**config.mk**
```make
export PLATFORM = sky130hd
export DESIGN_NAME = uart_tx_arbiter
export DESIGN_NICKNAME = d
export VERILOG_FILES = /design/src/rtl/uart_arb_pkg.sv /design/src/rtl/uart_tx_arbiter_rr_pick.sv /design/src/rtl/uart_tx_arbiter.sv
export SDC_FILE = /design/constraint.sdc
export NUM_CORES = 1
export LEC_CHECK = 0
export CAP_MARGIN = 20
export CORE_ASPECT_RATIO = 1.75
export CORE_MARGIN = 2
export CORE_UTILIZATION = 37
export DETAILED_ROUTE_END_ITERATION = 16
export GPL_TIMING_DRIVEN = 0
export PLACE_DENSITY_LB_ADDON = 0.2
export RECOVER_POWER = 25
export SYNTH_ARGS = -nofsm -noshare
export SYNTH_HDL_FRONTEND = slang
export SYNTH_SLANG_ARGS = --single-unit
```
**constraint.sdc**
```tcl
create_clock -name clk -period 2.2 [get_ports clk]
set_input_delay 0.44 -clock clk [delete_from_list [all_inputs] [get_ports clk]]
set_output_delay 0.44 -clock clk [all_outputs]
set_load 0.02 [all_outputs]
```
**src/rtl/uart_arb_pkg.sv**
```systemverilog
// Shared types for the UART transmit arbiter.
// Holds the FSM state encoding and the default channel-tag base.
package uart_arb_pkg;

  typedef enum logic [2:0] {
    IDLE        = 3'd0,
    SEND_TAG    = 3'd1,
    WAIT_TAG_HI = 3'd2,
    WAIT_TAG_LO = 3'd3,
    SEND_DATA   = 3'd4,
    WAIT_HI     = 3'd5,
    WAIT_LO     = 3'd6
  } arb_state_e;

  localparam logic [7:0] TAG_BASE_DEF = 8'hF0;
  localparam logic [7:0] SBYTE_RST    = 8'hFF;

endpackage

```
**src/rtl/uart_tx_arbiter_rr_pick.sv**
```systemverilog
// Round-robin selector: first requester after index 'last'.
// Purely combinational; 'any' flags a non-empty request vector.
module rr_pick #(
  parameter int N = 4,
  parameter int W = $clog2(N)
) (
  input  logic [N-1:0] req,
  input  logic [W-1:0] last,
  output logic [W-1:0] idx,
  output logic         any
);

  logic [W-1:0] k;

  // Scan farthest-first so the nearest requester wins.
  always_comb begin
    idx = '0;
    k   = '0;
    for (int i = N; i >= 1; i--) begin
      k = W'((int'(last) + i) % N);
      if (req[k]) idx = k;
    end
  end

  assign any = |req;

endmodule

```
**src/rtl/uart_tx_arbiter.sv**
```systemverilog
// Multi-requester byte arbiter feeding one serial transmitter.
// Optional channel tag before each channel switch: UART_ARB_TAG_EN.
module uart_tx_arbiter
  import uart_arb_pkg::*;
#(
  parameter int         NREQ     = 4,
  parameter logic [7:0] TAG_BASE = TAG_BASE_DEF
) (
  input  logic                    clk,
  input  logic                    reset,
  input  logic [NREQ-1:0]         req_valid,
  input  logic [8*NREQ-1:0]       req_data,
  output logic [NREQ-1:0]         req_ready,
  output logic [7:0]              tx_sbyte,
  output logic                    tx_send,
  input  logic                    tx_busy,
  output logic [$clog2(NREQ)-1:0] grant_id,
  output logic                    active
);

  localparam int W = $clog2(NREQ);

  arb_state_e      state_q, state_d;
  logic [W-1:0]    grant_q, grant_d;
  logic [W-1:0]    last_q, last_d;
  logic [NREQ-1:0] ready_q, ready_d;
  logic [7:0]      sbyte_q, sbyte_d;
  logic [W-1:0]    win;
  logic [7:0]      win_byte;
  logic            any;
`ifdef UART_ARB_TAG_EN
  logic [7:0]      data_q, data_d;
  logic [W-1:0]    tag_id_q, tag_id_d;
  logic            tag_vld_q, tag_vld_d;
`endif

  rr_pick #(.N(NREQ), .W(W)) u_pick (
    .req  (req_valid),
    .last (last_q),
    .idx  (win),
    .any  (any)
  );

  assign win_byte = req_data[{win, 3'b000} +: 8];

  always_comb begin
    state_d = state_q;
    grant_d = grant_q;
    last_d  = last_q;
    ready_d = '0;
    sbyte_d = sbyte_q;
`ifdef UART_ARB_TAG_EN
    data_d    = data_q;
    tag_id_d  = tag_id_q;
    tag_vld_d = tag_vld_q;
`endif
    case (state_q)
      IDLE: if (any) begin
        grant_d = win;
        ready_d = NREQ'(1) << win;
`ifdef UART_ARB_TAG_EN
        data_d = win_byte;
        if (!tag_vld_q || tag_id_q != win) begin
          tag_vld_d = 1'b1;
          tag_id_d  = win;
          sbyte_d   = TAG_BASE + 8'(win);
          state_d   = SEND_TAG;
        end else begin
          sbyte_d = win_byte;
          state_d = SEND_DATA;
        end
`else
        sbyte_d = win_byte;
        state_d = SEND_DATA;
`endif
      end
`ifdef UART_ARB_TAG_EN
      SEND_TAG:    state_d = WAIT_TAG_HI;
      WAIT_TAG_HI: if (tx_busy) state_d = WAIT_TAG_LO;
      WAIT_TAG_LO: if (!tx_busy) begin
        state_d = SEND_DATA;
        sbyte_d = data_q;
      end
`endif
      SEND_DATA: state_d = WAIT_HI;
      WAIT_HI:   if (tx_busy) state_d = WAIT_LO;
      WAIT_LO:   if (!tx_busy) begin
        state_d = IDLE;
        last_d  = grant_q;
      end
      default:   state_d = IDLE;
    endcase
  end

  always_ff @(posedge clk) begin
    if (reset) begin
      state_q <= IDLE;
      grant_q <= '0;
      last_q  <= W'(NREQ - 1);
      ready_q <= '0;
      sbyte_q <= SBYTE_RST;
`ifdef UART_ARB_TAG_EN
      data_q    <= '0;
      tag_id_q  <= '0;
      tag_vld_q <= 1'b0;
`endif
    end else begin
      state_q <= state_d;
      grant_q <= grant_d;
      last_q  <= last_d;
      ready_q <= ready_d;
      sbyte_q <= sbyte_d;
`ifdef UART_ARB_TAG_EN
      data_q    <= data_d;
      tag_id_q  <= tag_id_d;
      tag_vld_q <= tag_vld_d;
`endif
    end
  end

  assign req_ready = ready_q;
  assign tx_sbyte  = sbyte_q;
  assign grant_id  = grant_q;
  assign active    = (state_q != IDLE);
`ifdef UART_ARB_TAG_EN
  assign tx_send = (state_q == SEND_DATA) || (state_q == SEND_TAG);
`else
  assign tx_send = (state_q == SEND_DATA);
`endif

endmodule

```
After elaboration in Yosys (flattened, before gate mapping)
Index checks and enable logic that the tools add are counted.
{"block": "op_classes", "add_sub_neg": 4, "n_lt_le_gt_ge": 4, "n_eq_ne": 6, "shifts": 2, "n_mux": 16, "bitwise_logic": 3, "reduce_logical": 7}
{"op": "indexed part select 32 x 6 -> 8 bit", "n": 1}
{"op": "less-than comparator 2 x 3 -> 1 bit, second input constant", "n": 4}
{"op": "one-hot mux 3 bit (4 select lines)", "n": 1}
{"op": "equality test 3 bit, second input constant", "n": 3}
{"op": "2-to-1 mux 3 bit", "n": 3}
{"op": "binary-select mux 1 bit (select 2 bit)", "n": 4}
{"op": "2-to-1 mux 2 bit", "n": 4}
{"op": "inequality test 2 bit, second input constant", "n": 3}
{"op": "adder 2 x 1 -> 2 bit, second input constant", "n": 2}
{"op": "adder 2 bit, second input constant", "n": 2}
{"op": "2-to-1 mux 1 bit", "n": 4}
{"op": "AND reduction 2 bit", "n": 2}
{"op": "OR reduction 4 bit", "n": 1}
{"op": "left shift 1 x 2 -> 4 bit, first input constant", "n": 1}
{"op": "zero test 3 bit", "n": 1}
{"op": "NOT 1 bit", "n": 3}
{"op": "AND reduction 3 bit", "n": 1}
{"op": "nonzero test 3 bit", "n": 1}
{"op": "OR reduction 3 bit", "n": 1}
{"block": "totals", "regBits": 19, "in_bits": 39, "out_inout_bits": 16}

Longest topological paths before layout
{"block": "depth", "word_depth": 8, "depth_mapped": 6}

Cells and area by module
Synthesis repeated with hierarchy kept, for this count alone.
{"block": "unflattened", "cells_unflattened": 83, "hier_area_um2": 994.7}
{"module": "uart_tx_arbiter", "instances": 1, "cells_per_inst": 69, "area_per_inst_um2": 903.4}
{"module": "rr_pick", "instances": 1, "cells_per_inst": 14, "area_per_inst_um2": 91.3}

Worst setup path after synthesis
No wires, ideal clock.
{"block": "synth_path", "path_kind": "register to register", "startpoint": "register state_q[1]", "endpoint": "register sbyte_q[7] (netlist: tx_sbyte[7])", "setup_ns": 0.142, "arrival_time_ns": 1.730, "setup_slack_ns": 0.327, "path_stages_with_launch": 7, "n_path_buf": 1, "synth_period_minus_slack_ns": 1.873, "cell_sequence": "dfxtp_1 -> or3_4 -> or2_0 -> clkbuf_2 -> or3_4 -> a211oi_2 -> a221oi_1"}
{"block": "synth_between", "elab_chain_len": 2}
{"item": "start, declared", "line": "uart_tx_arbiter.sv:23", "source": "arb_state_e state_q, state_d;"}
{"item": "start signal, assigned", "line": "uart_tx_arbiter.sv:108", "source": "state_q <= state_d;"}
{"item": "zero test 3 bit", "line": "uart_tx_arbiter.sv:57", "source": "case (state_q)"}
{"item": "AND reduction 2 bit (no source line)"}
{"item": "end signal, assigned", "line": "uart_tx_arbiter.sv:112", "source": "sbyte_q <= sbyte_d;"}
{"item": "end, declared", "line": "uart_tx_arbiter.sv:27", "source": "logic [7:0] sbyte_q, sbyte_d;"}
No other way between the ends.
A chain may end at the register's enable or synchronous reset.

Worst setup path after layout
{"block": "layout_path", "startpoint": "input port req_valid[3]", "endpoint": "register sbyte_q[3] (netlist: tx_sbyte[3])"}
{"block": "layout_between", "elab_chain_len": 7, "elab_cells_between_ends": 15}
{"item": "start, declared", "line": "uart_tx_arbiter.sv:11", "source": "input logic [NREQ-1:0] req_valid,"}
{"item": "binary-select mux 1 bit (select 2 bit)", "line": "uart_tx_arbiter_rr_pick.sv:21", "source": "if (req[k]) idx = k;"}
{"item": "2-to-1 mux 1 bit (not written as such)", "line": "uart_tx_arbiter_rr_pick.sv:21"}
{"item": "2-to-1 mux 2 bit (4 in a row)", "line": "uart_tx_arbiter_rr_pick.sv:21"}
{"item": "indexed part select 32 x 6 -> 8 bit", "line": "uart_tx_arbiter.sv:44", "source": "assign win_byte = req_data[{win, 3'b000} +: 8];"}
Parallel ways exist; a longest one is shown, timed or not. The select of a mux whose other input is x is not followed.

==> results.yml <==
outcome:
  status: "complete, no violations"
finish:
  fin_nets: 200
  n_fill_cell: 241
  areaGrowthSynthToFinish_pct: 64.0
  area.sequential_um2: 380
  drive_above_1_share: 0.0875
  design_area_mm2: 0.00159
  diodes: 0
  multi_input_area_um2: 562
pwr:
  powerDensity_mw_per_mm2: 567
  ir_drop_v: 0.000412
  power.leakage_nw: 0.585
synthesis:
  netlist.area_leader.share: 0.391
  synth_top_cells_by_area: "dfxtp_1 (39%), mux2i_1 (15%), o221ai_1 (6.3%), a21oi_1 (4.6%), nor2b_1 (3.2%)"
  synth_top_cell_by_area: "dfxtp_1"
  seq_area_frac_synth: 0.391
  yosys_warnings: 0
  synth_top_family_by_area: "compound AO/OA/AOI/OAI gates"
  synth_xor_area_frac: 0.00901
  synthCells: 104
  ys_types: 33
  synthAdderAreaFrac: 0
  muxShareOfSynthArea: 0.154
  synth_seq_cells: 19
  yosys.area_share.simple: 0.188
  netlist_area_um2: 972
  synth_compound_area_frac: 0.215
  avgSynthCellArea_um2: 9.35
  syn-num-nets: 143
critical_path:
  rr_startpoint: "state_q[1]"
  critical_path_peak_fanout: 10
  endpoint: "tx_sbyte[3]"
  rr_endpoint: "tx_sbyte[7]"
  cp.depth: 7
  ff2ff_setup_slack_ns: 0.27
  crit_family: "buffers and inverters"
  required_ns: 2.32
  crit_path_start: "req_valid[3]"
  critical_path.max_stage_delay_ns: 0.55
  cp-end-kind: "flop"
  path_class: "primary input to flop"
  critPathBufInv: 3
  cp-start-kind: "primary input"
  path_cells: "clkdlybuf4s50_1, nor2b_1, o221a_2, clkbuf_4, buf_4, mux2i_1, o221ai_1"
  reg2reg_depth: 6
  arrival_ns: 2.22
  slowest_stage: "clkdlybuf4s50_1"
hold_path:
  min_path_type: "flop to flop"
routing:
  drt.antenna.violating_nets: 0
  drc: 0
  vias: 1021
  initialDrtViolationCount: 26
  drt-total-wl_mm: 2.66
  vias_per_cell: 5.49
  wire_per_inst_um: 14.3
  detail_route.first_pass.iterations: 4
sta:
  setup_viol: 0
  slew_viol_final: 0
  min_period_ns: 2.10
  worst_slew_pin_slew_ns: 0.678
  timing.final.ws_setup_ns: 0.100
  fmax_mhz: 476
  clock_skew_ns: 0.00217
  period_share: 0.954
  slew_headroom: 0.541
  final-hold-violation-count: 0
floorplan:
  chipHeight_um: 71.8
  coreArea_mm2: 0.00249
  rows: 24
  start_util: 0.390
  fp.dieW_um: 42.8
  dieArea_mm2: 0.00307
  ios: 55
job:
  maxCapViolCount: 0
global_route:
  antenna_found_initial: 0
  globalRouteOverflowTotal: 0
  grt_max_degree: 11
  grt_pass1_wl_mm: 4.56
  grt_use_total: 0.192
  grt_pass1_vias: 1079
cts:
  htree_levels: 1
  clk_pin_slew_ns: 0.07
  ctsHoldBuffers: 0
  cts_tree: "yes"
  cts_sinks: 19
  clockBufferDepth: 2
  cts_buffers: 3
  root_buffer: "clkbuf_8"
  clkLatencyLatePin_ns: 0.25
  post_cts_buffers: 0
placed_design:
  post-place-ws_ns: -0.315
  place_hpwl_mm: 2.13
  port_buffers: 53
  placed_cell_area_mm2: 0.00154
  gp_congestion: 0.748
## how the worst min path moves through the flow
stage / from / to / slack (ns) / cells past startpoint
3_5_place_dp: tx_sbyte[4] / tx_sbyte[4] / 0.47 / 2
3_3_place_gp: tx_sbyte[6] / tx_sbyte[6] / 0.46 / 2
6_report: grant_id[0] / grant_id[0] / 0.48 / 2
5_1_grt: grant_id[0] / grant_id[0] / 0.52 / 2
2_1_floorplan: state_q[2] / state_q[2] / 0.47 / 2
4_1_cts: tx_sbyte[3] / tx_sbyte[3] / 0.49 / 2
## cells in the mapped netlist
cell       count
a211oi_2       1
o2bb2ai_1      1
nand3b_1       1
o221a_2        1
nor2_1         5
a211o_1        2
o221ai_1       7
buf_1          1
a2111oi_0      1
nand4_1        1
dfxtp_1       19
or2_0          2
clkbuf_2       1
nand2b_1       4
or3_4          2
and3_1         1
nor4b_1        2
nand3_1        1
a21oi_1        9
or2_2          1
xnor2_1        1
nor2b_1        5
clkbuf_1       4
inv_1          2
o21a_1         1
o21ai_0        4
nor3_1         2
a21o_1         1
a221oi_1       1
nor4_1         1
mux2i_1       15
nand2_1        2
buf_2          2
## layer usage
layer | share of wire | vias to the layer above | track usage
met2 | 0.56 | 42 | 0.355
met1 | 0.36 | 472 | 0.203
li1 | - | 501 | -
met4 | 0.023 | 0 | 0.0868
met5 | 0 | - | 0
met3 | 0.058 | 6 | 0.0353
## cell usage in the layout (no fill, tap or decap), types with 3 or more instances in the layout
master,instances
clkdlybuf4s50_1,47
o221ai_1,7
o21ai_0,3
a21oi_1,9
mux2i_1,15
clkbuf_8,3
nor2b_1,5
nor2_1,5
nand2b_1,4
dlygate4sd3_1,6
clkbuf_1,3
dfxtp_1,19
## cells by family (layout without fill, tap and decap cells)
kind of cell,after synthesis,after routing
simple gates,30,30
xor+xnor,1,1
buf+inv,10,66
flops,19,19
compound gates,29,29
mux,15,15
## where the power goes
part | switching, mW | internal (mW) | leakage [nW]
logic | 0.122 | 0.153 | 0.406
clock network | 0.113 | 0.129 | 0.0228
registers | 0.0157 | 0.371 | 0.156
total | 0.251 | 0.653 | 0.585
## tightest hold or removal path, stage by stage, from the launching register on
cell and delay (ns):
dfxtp_1 0.32, nand2_1 0.06, a21oi_1 0.06
## state kept, by name, summed over array words and instances, names as in the netlist
register   cells
req_ready      4
last_q         2
state_q        3
grant_id       2
tx_sbyte       8
## timing repair
item / 4_1_cts / 5_1_grt
endpoints found under the hold margin: 0 / 0
gates resized for setup: 1 / 6
setup endpoints to repair: 5 / 10
## cell type report
cell class,count,share of cell area
timing repair buffer,53,0.333
multi-input combinational,75,0.352
clock buffer,4,0.0283
inverter,2,0.00471
tap,26,0.0204
buffer,7,0.0228
sequential,19,0.239
## per-stage QoR
step / util / hold WS (ns) / cells / TNS, ns / power [mW]
finish: 0.640 / 0.483 / 186 / 0 / 0.904
detailed placement: 0.616 / 0.471 / 183 / -2.54 / 0.671
global placement: 0.616 / 0.460 / 183 / -2.01 / 0.665
floorplan: - / 0.469 / 104 / 0 / 0.524
CTS: 0.635 / 0.491 / 187 / 0 / 0.913
global route: 0.640 / 0.522 / 186 / -0.00954 / 0.953
(Power assumes the default switching activity.)
